$ cat config.mk
export PLATFORM = sky130hd
export DESIGN_NAME = cacheline_arbiter
export DESIGN_NICKNAME = d
export VERILOG_FILES = /design/src/rtl/rv32i_types.sv /design/src/rtl/cacheline_arbiter.sv
export SDC_FILE = /design/constraint.sdc
export NUM_CORES = 1
export LEC_CHECK = 0
export CORE_AREA = 3 3 659 661
export DETAILED_ROUTE_END_ITERATION = 12
export DIE_AREA = 0 0 662 664
export HOLD_SLACK_MARGIN = 0.12
export SYNTH_ARGS = -nofsm -noshare
export SYNTH_HDL_FRONTEND = slang
export SYNTH_SLANG_ARGS = --single-unit
$ cat constraint.sdc
create_clock -name clk -period 1.6 [get_ports clk]
set_input_delay 0.32 -clock clk [delete_from_list [all_inputs] [get_ports clk]]
set_output_delay 0.32 -clock clk [all_outputs]
set_load 0.01 [all_outputs]
$ cat src/rtl/rv32i_types.sv
// Shared types and constants for the cacheline arbiter.
//   arb_state_t    : arbiter FSM states
//   LINE_OFFSET_W  : byte-offset width within a 32-byte cache line
//   LINE_ADDR_MASK : clears the line-offset bits of a byte address
package rv32i_types;

    typedef enum logic [1:0] {
        IDLE    = 2'd0,
        D_XFER  = 2'd1,
        I_XFER  = 2'd2,
        PF_XFER = 2'd3
    } arb_state_t;

    localparam int unsigned LINE_OFFSET_W = 5;

    localparam logic [31:0] LINE_ADDR_MASK = ~((32'd1 << LINE_OFFSET_W) - 32'd1);

endpackage

$ cat src/rtl/cacheline_arbiter.sv
// Arbitrates D-cache, I-cache and prefetcher line requests onto a single
// cacheline adaptor port.
//
// Ports:
//   clk, rst                     clock, synchronous active-high reset
//   i_read/i_address             I-cache line read request
//   i_rdata/i_resp               I-cache line data and completion pulse
//   d_read/d_write/d_address/d_wdata  D-cache line read/writeback request
//   d_rdata/d_resp               D-cache line data and completion pulse
//   pf_read/pf_address           prefetcher line read request
//   pf_rdata/pf_resp             prefetcher line data and completion pulse
//   mem_read/mem_write/mem_address/mem_wdata  request to the adaptor
//   mem_rdata/mem_resp           adaptor line data and completion
module cacheline_arbiter
    import rv32i_types::*;
#(
    parameter bit PF_ENABLE = 1'b1
) (
    input  logic         clk,
    input  logic         rst,

    input  logic         i_read,
    input  logic [31:0]  i_address,
    output logic [255:0] i_rdata,
    output logic         i_resp,

    input  logic         d_read,
    input  logic         d_write,
    input  logic [31:0]  d_address,
    input  logic [255:0] d_wdata,
    output logic [255:0] d_rdata,
    output logic         d_resp,

    input  logic         pf_read,
    input  logic [31:0]  pf_address,
    output logic [255:0] pf_rdata,
    output logic         pf_resp,

    output logic         mem_read,
    output logic         mem_write,
    output logic [31:0]  mem_address,
    output logic [255:0] mem_wdata,
    input  logic [255:0] mem_rdata,
    input  logic         mem_resp
);

    arb_state_t   r_state;
    arb_state_t   w_state_next;

    logic [31:0]  r_addr;
    logic [255:0] r_wdata;
    logic         r_write;

    logic [31:0]  w_grant_addr;
    logic [255:0] w_grant_wdata;
    logic         w_grant_write;
    logic         w_xfer;

    // Next-state and grant selection. Grants happen only from IDLE, so a
    // transfer in flight is never preempted.
    always_comb begin
        w_state_next  = r_state;
        w_grant_addr  = '0;
        w_grant_wdata = '0;
        w_grant_write = 1'b0;
        unique case (r_state)
            IDLE: begin
                if (d_read || d_write) begin
                    w_state_next  = D_XFER;
                    w_grant_addr  = d_address;
                    // read+write together is a writeback
                    w_grant_write = d_write;
                    w_grant_wdata = d_write ? d_wdata : '0;
                end else if (i_read) begin
                    w_state_next = I_XFER;
                    w_grant_addr = i_address;
                end else if (pf_read && PF_ENABLE) begin
                    w_state_next = PF_XFER;
                    w_grant_addr = pf_address;
                end
            end
            D_XFER, I_XFER, PF_XFER: begin
                if (mem_resp) begin
                    w_state_next = IDLE;
                end
            end
            default: w_state_next = IDLE;
        endcase
    end

    always_ff @(posedge clk) begin
        if (rst) begin
            r_state <= IDLE;
            r_addr  <= '0;
            r_wdata <= '0;
            r_write <= 1'b0;
        end else begin
            r_state <= w_state_next;
            if (r_state == IDLE && w_state_next != IDLE) begin
                r_addr  <= w_grant_addr & LINE_ADDR_MASK;
                r_wdata <= w_grant_wdata;
                r_write <= w_grant_write;
            end
        end
    end

    assign w_xfer      = (r_state != IDLE);
    assign mem_read    = w_xfer & ~r_write;
    assign mem_write   = w_xfer & r_write;
    assign mem_address = r_addr;
    assign mem_wdata   = r_wdata;

    assign i_rdata  = mem_rdata;
    assign d_rdata  = mem_rdata;
    assign pf_rdata = mem_rdata;

    assign d_resp  = (r_state == D_XFER)  & mem_resp;
    assign i_resp  = (r_state == I_XFER)  & mem_resp;
    assign pf_resp = (r_state == PF_XFER) & mem_resp;

endmodule

==> results, run 1 <==
- The routed length per instance is 37.8 um.
- The count of buffers from port buffering is 631.
- Across the VDD grid, the largest voltage drop is 719 uV.
- The worst setup path is launched from a flip-flop.
- The filler cell count is 50100.
- The first-pass GRT wire length is 326 mm.
- The root buffer cell chosen for the clock tree is sky130_fd_sc_hd__clkbuf_16.
- In the post-route analysis, the smallest setup slack over all paths is -0.437 ns.
- Synthesis produced a netlist whose cell count is 2121.
- The Yosys step of the flow raised 0 warnings.
- The final net count is 2762.
- Entering global routing, the biggest net connects 106 pins.
- The clock skew is 0.0333 ns.
- The class of the most critical setup path is reg -> out.
- The flip-flop and latch count after synthesis is 286.
- The number of buffers inserted during clock tree synthesis is 42.
- The total number of clock tree sinks is 286.
- The combined area of the multi-input logic cells is 5800 um2.
- The via count of the first global-routing pass is 15900.
- The average instance in the mapped netlist occupies 8.04 um2.
- The final reports fail on setup timing.
- The H-tree generated during clock tree synthesis spans 2 levels.
- The I/O pin count is 1676.
- The congestion estimate from routability-driven global placement came to 0.885.
- The later pin in the worst-skew pair is clocked with a latency of 0.73 ns.
- The TritonCTS clock tree is yes.
- Overall power consumption after layout is estimated at 26.2 mW.
- The area growth from synthesis to layout is 82.8%.
- The starting density of the core is 3.97%.
- The global-route total usage across every layer is 12.6%.
- Wires add up to 300 mm.
- The die is 664 um tall.
- Data arrives at the worst endpoint at 1.72 ns.
- The detailed-placement wirelength estimate is 259 mm.
- For the worst setup path, the data required time is 1.28 ns.
- For this run the aggregate overflow at the end of global routing stands at 0.
- The final cycle utilization of the critical path is 127%.
- The final count of pins violating max slew is 0.
- The netlist uses 25 different library cells.
- In the final layout, the share of cells above drive strength 1 is 43.4%.
- The minimum period implied by the final worst setup slack is 2.04 ns.
- The first TritonRoute pass finished after 5 iterations.
- The final hold violation count is 0.
- The detailed-route DRC error count is 0.
- The core region is 430000 um2.
- The average via count per standard cell is 2.24.
- Of all nets on the critical path, the largest fanout is 2.
- The worst setup path is captured at a primary output.
- Once layout is complete, the utilization of the core stands at 7.26%.
- The proportion of synthesized chip area in sequential cells is 33.6%.
- The post-placement cell count is 7634.
- Across all hold checks on the routed design, the worst slack comes to 0.204 ns.
- The final antenna-violating net count is 0.
- The number of max-cap violations is 0.
- The power density normalized to cell area is 840 nW/um2.
- The maximum count of clock buffers along a single path is 3.
- After clock tree synthesis, the clock-pin slew on the worst setup and hold paths is 0.06 ns.
- Setup violations remaining at the end of the flow were counted as 294.
- Setup repair after global routing could not meet its margin everywhere.
- The number of cells in the finished layout apart from fillers is 7918.
- The initial antenna violation count is 181.
- After floorplanning, the core was divided into 241 placement rows.
- The first routing iteration left 1849 violations.
- Summing every instance area after synthesis gives 17100 um2.
- The class of the worst hold path is in -> reg.
- The flow ran to the end, but the final reports show violations.
- The chip width is 662 um.
- For the pin with the worst max-slew slack, the measured transition is 0.942 ns.
- The worst pin sits at a relative slew slack of 37.2%.
- The leakage power total is 9.45 nW.
- Across all layers, the routed design uses 17700 vias.
- OpenSTA, run right after detailed placement, puts the worst setup slack at -0.572 ns.
- Timing would allow up to 491 MHz.
- The full die area is 440000 um2.
- In the final layout, flip-flops and latches occupy 6040 um2.
kinds of logic (layout without fill, tap and decap cells):
family	after synthesis	after routing	share of synthesized area, %
compound gates	572	572	18.8
buf+inv	935	987	37.9
flops	286	286	33.6
simple gates	327	327	9.73
other cells	1	36	0.0220
flip-flops by register name, summed over array words and instances (netlist names):
signal       count
mem_address     27
mem_wdata      256
r_state          2
r_write          1
critical path, cell delays in order (launching register included):
cell and delay, ns:
sky130_fd_sc_hd__dfxtp_2 0.32, sky130_fd_sc_hd__or2_4 0.26, sky130_fd_sc_hd__buf_12 0.13, sky130_fd_sc_hd__and2_4 0.15, sky130_fd_sc_hd__buf_12 0.14
metal layers:
| metal | vias up | track usage (%) | part of all wire, % |
|---|---|---|---|
| met5 | - | 2.74 | 0.55 |
| met4 | 63 | 5.07 | 4.7 |
| met3 | 631 | 16.0 | 27 |
| met2 | 2446 | 19.8 | 44 |
| met1 | 8018 | 8.45 | 23 |
| li1 | 6579 | - | - |
worst paths after layout:
kind                  startpoint              to  slack (ns)  cells after the start
hold reg to reg   mem_wdata[165]  mem_wdata[165]        0.46                      2
hold / removal      d_wdata[214]  mem_wdata[214]        0.20                      3
setup / recovery      r_state[0]       mem_write       -0.44                      4
setup reg to reg      r_state[1]  mem_wdata[187]       -0.25                     10
repair_timing:
item	in CTS	in global routing
hold buffers	88	0
gates cloned	5	43
setup endpoints to repair	378	351
gates resized for setup	1162	349
setup buffers	18	25
hold endpoints to repair	96	0
pin swaps	11	127
placed cells by master (no fill, tap or decap), types with 5 or more instances in the layout:
cell,synthesis,layout
sky130_fd_sc_hd__clkdlybuf4s50_1,0,340
sky130_fd_sc_hd__dlygate4sd3_1,0,88
sky130_fd_sc_hd__diode_2,0,31
sky130_fd_sc_hd__o21ai_0,258,101
sky130_fd_sc_hd__o32ai_2,19,26
sky130_fd_sc_hd__nor2_1,31,27
sky130_fd_sc_hd__a21oi_1,259,204
sky130_fd_sc_hd__a21oi_2,0,55
sky130_fd_sc_hd__clkbuf_8,0,6
sky130_fd_sc_hd__dfxtp_1,286,95
sky130_fd_sc_hd__o21ai_1,0,92
sky130_fd_sc_hd__a221oi_1,27,27
sky130_fd_sc_hd__conb_1,1,5
sky130_fd_sc_hd__clkinv_2,0,5
sky130_fd_sc_hd__inv_6,0,6
sky130_fd_sc_hd__nand2b_1,29,29
sky130_fd_sc_hd__nand3_1,256,220
sky130_fd_sc_hd__dfxtp_4,0,32
sky130_fd_sc_hd__o21ai_2,0,49
sky130_fd_sc_hd__o21ai_4,0,16
sky130_fd_sc_hd__buf_16,0,17
sky130_fd_sc_hd__buf_4,775,107
sky130_fd_sc_hd__buf_2,9,78
sky130_fd_sc_hd__buf_12,0,120
sky130_fd_sc_hd__clkbuf_16,0,72
sky130_fd_sc_hd__nand3_2,0,32
sky130_fd_sc_hd__buf_6,4,112
sky130_fd_sc_hd__dfxtp_2,0,159
sky130_fd_sc_hd__buf_8,0,20
cells in the mapped netlist:
| cell | number | area, um2 |
|---|---|---|
| sky130_fd_sc_hd__o21ai_0 | 258 | 1290 |
| sky130_fd_sc_hd__a21oi_1 | 259 | 1300 |
| sky130_fd_sc_hd__nand2b_1 | 29 | 181 |
| sky130_fd_sc_hd__or2_0 | 1 | 6.26 |
| sky130_fd_sc_hd__and3_1 | 1 | 6.26 |
| sky130_fd_sc_hd__conb_1 | 1 | 3.75 |
| sky130_fd_sc_hd__nor2b_1 | 1 | 6.26 |
| sky130_fd_sc_hd__buf_4 | 775 | 5820 |
| sky130_fd_sc_hd__buf_6 | 4 | 45.0 |
| sky130_fd_sc_hd__nor2_1 | 31 | 116 |
| sky130_fd_sc_hd__or3_1 | 1 | 6.26 |
| sky130_fd_sc_hd__and3b_1 | 1 | 8.76 |
| sky130_fd_sc_hd__nand2_1 | 2 | 7.51 |
| sky130_fd_sc_hd__o32ai_1 | 8 | 70.1 |
| sky130_fd_sc_hd__nand3_1 | 256 | 1280 |
| sky130_fd_sc_hd__nor4_4 | 1 | 21.3 |
| sky130_fd_sc_hd__o32ai_2 | 19 | 309 |
| sky130_fd_sc_hd__buf_2 | 9 | 45.0 |
| sky130_fd_sc_hd__a221oi_1 | 27 | 236 |
| sky130_fd_sc_hd__and2_1 | 1 | 6.26 |
| sky130_fd_sc_hd__o211ai_1 | 1 | 7.51 |
| sky130_fd_sc_hd__nor2_2 | 1 | 6.26 |
| sky130_fd_sc_hd__dfxtp_1 | 286 | 5730 |
| sky130_fd_sc_hd__or2_2 | 1 | 6.26 |
| sky130_fd_sc_hd__clkbuf_1 | 147 | 552 |
layout make-up:
type	instances	share of cell area, %
flip-flops and latches	286	19.4
multi-input cells	904	18.6
repair buffers	913	34.3
clock inverters	24	0.907
clock buffers	50	3.66
diodes	31	0.249
well taps	5710	22.9
per-stage QoR:
step,TNS [ns],instance area [um2]
after floorplan,-0.131,17100
after global placement,-131.19,26000
after detailed placement,-137.83,26000
after CTS,-24.21,28900
after global routing,-61.35,31100
final,-45.85,31200
where the power goes:
part	total (mW)	internal [mW]	switching (mW)
Combinational	7.72	3.77	3.95
Sequential	8.06	7.63	0.431
Clock	10.4	5.65	4.77
Note: power is estimated with default switching activity, not from simulation.
==> run 2: changes to the inputs <==
--- a/config.mk
+++ b/config.mk
@@ -9,6 +9,7 @@
 export DETAILED_ROUTE_END_ITERATION = 12
 export DIE_AREA = 0 0 662 664
 export HOLD_SLACK_MARGIN = 0.12
+export MAX_ROUTING_LAYER = met4
 export SYNTH_ARGS = -nofsm -noshare
 export SYNTH_HDL_FRONTEND = slang
 export SYNTH_SLANG_ARGS = --single-unit
==> run 2 against run 1 <==
The run still ends with setup timing left. Global-route usage rose by 0.44 points. Combinational power is 13% lower. Non-clock buffer count is 60 lower. Die area stayed put. Worst hold slack improved by 0.017 ns. Utilization is 0.29 points lower. Critical endpoint unchanged. Largest power group unchanged. Highest routed layer is now met4.
==> results, run 2 (synthesis gave the netlist of run 1 again) <==
- Setup repair after global routing could not meet its margin everywhere.
- The maximum fanout along the worst path came to 4 (+2).
- The maximum number of pins on one net before global-route repair is 111 (+4.7%).
- The TritonCTS clock tree is yes.
- The first-pass GRT wire length is 328 mm (+0.44%).
- The clock transition at the registers of the reported paths is 0.06 ns (about the same).
- The data required time at the worst endpoint is 1.28 ns (about the same).
- The residual overflow from global routing was 0 (unchanged).
- The initial antenna violation count is 175 (-3.3%).
- The tightest slew margin relative to the limit came to 43.0% (+5.8 points).
- The final antenna-violating net count was 0 (unchanged).
- The final cycle utilization of the critical path came to 128% (+0.48 points).
- The number of buffers inserted during clock tree synthesis came to 43 (+2.4%).
- The height of the chip is 664 um (unchanged).
- The total number of clock tree sinks is 286 (unchanged).
- The count of buffers from port buffering is 631 (unchanged).
- The number of optimization iterations in the first detailed-route pass is 10 (+5).
- The final reports fail on setup timing.
- The starting density of the core is 3.97% (unchanged).
- The number of setup violations in the final report is 272 (-7.5%).
- The final net count is 2703 (-2.1%).
- The minimum setup slack after placement is -0.614 ns (-0.0425 ns).
- The area growth from synthesis to layout is 75.5%.
- The number of max-cap violations is 0 (unchanged).
- STA classifies the critical path startpoint as a flip-flop.
- The I/O pin count came to 1676 (unchanged).
- The run finished, with violations left.
- The power density normalized to cell area came to 860 nW/um2 (+2.3%).
- The wire length reported by the detailed router came to 292 mm (-2.6%).
- The minimum period implied by the final worst setup slack came to 2.05 ns (+0.00761 ns).
- The global-route total usage across every layer is 13.1% (+0.44 points).
- The clock skew is 0.0304 ns (-0.00286 ns).
- In this run the most used layer during global routing was met2.
- The full die area came to 440000 um2 (unchanged).
- The setup slack after layout is -0.445 ns (-0.00761 ns).
- The detailed-route DRC error count is 0 (unchanged).
- The clock latency on the worst-skew pair is 0.70 ns (-0.03 ns).
- The overall via count from detail_route is 17000 (-4.0%).
- The data arrival time of the worst path was 1.73 ns (about the same).
- The met3 usage in global routing is 15.8% (-0.22 points).
- The leakage power total is 8.94 nW (-5.3%).
- The routed length per instance is 37.0 um (-2.1%).
- The fraction of final layout cells sized beyond drive strength 1 is 38.5% (-4.9 points).
- The site row count is 241 (unchanged).
- The final count of pins violating max slew is 0 (unchanged).
- The via count of the first global-routing pass is 15600 (-1.9%).
- The core footprint is 430000 um2 (unchanged).
- The class of the worst hold path is in -> reg.
- The class of the most critical setup path is reg -> out.
- The average via count per standard cell came to 2.16 (-3.5%).
- The number of cells in the finished layout apart from fillers is 7881 (-0.47%).
- The timing-limited maximum frequency was 489 MHz (-0.37%).
- The post-placement cell count is 7636 (+0.026%).
- The number of flip-flops under the largest register name came to 256 (unchanged).
- The filler cell count is 50100 (+0.074%).
- The number of DRC markers after the initial detailed-route iteration came to 1771 (-4.2%).
- The cell sitting at the root of the clock tree is a sky130_fd_sc_hd__clkbuf_16.
- The worst IR drop on VDD is 694 uV (-3.5%).
- The maximum count of clock buffers along a single path is 3 (unchanged).
- The detailed-placement wirelength estimate is 259 mm (about the same).
- The chip width is 662 um (unchanged).
- The final hold violation count is 0 (unchanged).
- The total negative slack is -44.50 ns (+1.35 ns).
- The met2 routing resource usage after global routing is 20.4% (+0.55 points).
- The library cell used most frequently in the layout, excluding fill and tap cells, is sky130_fd_sc_hd__clkdlybuf4s50_1.
- The count of H-tree levels built during CTS was 2 (unchanged).
- Leaving out fill and tap cells, the most frequent cells in the layout are sky130_fd_sc_hd__clkdlybuf4s50_1, sky130_fd_sc_hd__o21ai_0, sky130_fd_sc_hd__a21oi_1.
- The global placement routability congestion is 0.907 (+2.6%).
- The met1 demand-to-capacity share in global routing is 9.00% (+0.54 points).
- The kind of capture point of the worst setup path is a primary output.
- The worst-margin pin slew is 0.855 ns (-0.0863 ns).
## run 2: per-layer routing
metal  vias to the layer above  wire length (um)
li1                       6458                 -
met1                      7757             70100
met2                      2276            132000
met3                       544             79000
met4                         0             10800
met5                         -                 0
## run 2: timing repair
action / in CTS / in global routing
cloned: 13 / 6
hold buffers: 71 / 0
endpoints found under the hold margin: 77 / 0
buffers inserted: 22 / 6
setup endpoints to repair: 432 / 377
pin swaps: 74 / 63
gates resized for setup: 1144 / 122
## run 2: critical path: stages (launching register included)
cell and delay (ns):
sky130_fd_sc_hd__dfxtp_2 0.34, sky130_fd_sc_hd__or2_4 0.24, sky130_fd_sc_hd__buf_12 0.13, sky130_fd_sc_hd__and2_4 0.15, sky130_fd_sc_hd__buf_12 0.13
## run 2: report_power, final
part           switching, mW  internal [mW]  total (mW)  leakage [nW]
Sequential             0.386           7.62        8.01          2.41
Combinational           3.47           3.24        6.71          5.80
Clock                   4.81           6.21        11.0         0.733
## run 2: final cells by class
| cell class | instances | area, um2 | area share (%) |
|---|---|---|---|
| well taps | 5710 | 7140 | 23.9 |
| clock buffers | 53 | 1150 | 3.85 |
| flip-flops and latches | 286 | 5980 | 20.0 |
| repair buffers | 853 | 9620 | 32.1 |
| clock inverters | 25 | 374 | 1.25 |
| multi-input cells | 904 | 5540 | 18.5 |
| diodes | 50 | 125 | 0.418 |
## run 2: through the flow
step / util, % / power (mW) / instance area (um2) / hold slack, ns
after floorplan: - / 11.6 / 17100 / 0.463
after global placement: 6.04 / 13.7 / 25900 / 0.457
after detailed placement: 6.04 / 13.7 / 25900 / 0.464
after CTS: 6.80 / 26.1 / 29200 / 0.120
after global routing: 6.96 / 26.8 / 29900 / 0.158
final: 6.97 / 25.7 / 29900 / 0.221
## run 2: worst paths after layout
path	end	startpoint	slack, ns	depth (start not counted)
setup / recovery	mem_write	r_state[0]	-0.45	4
setup reg to reg	mem_wdata[136]	r_state[0]	-0.28	7
hold reg to reg	mem_wdata[142]	mem_wdata[142]	0.47	2
hold / removal	mem_wdata[244]	d_wdata[244]	0.22	3
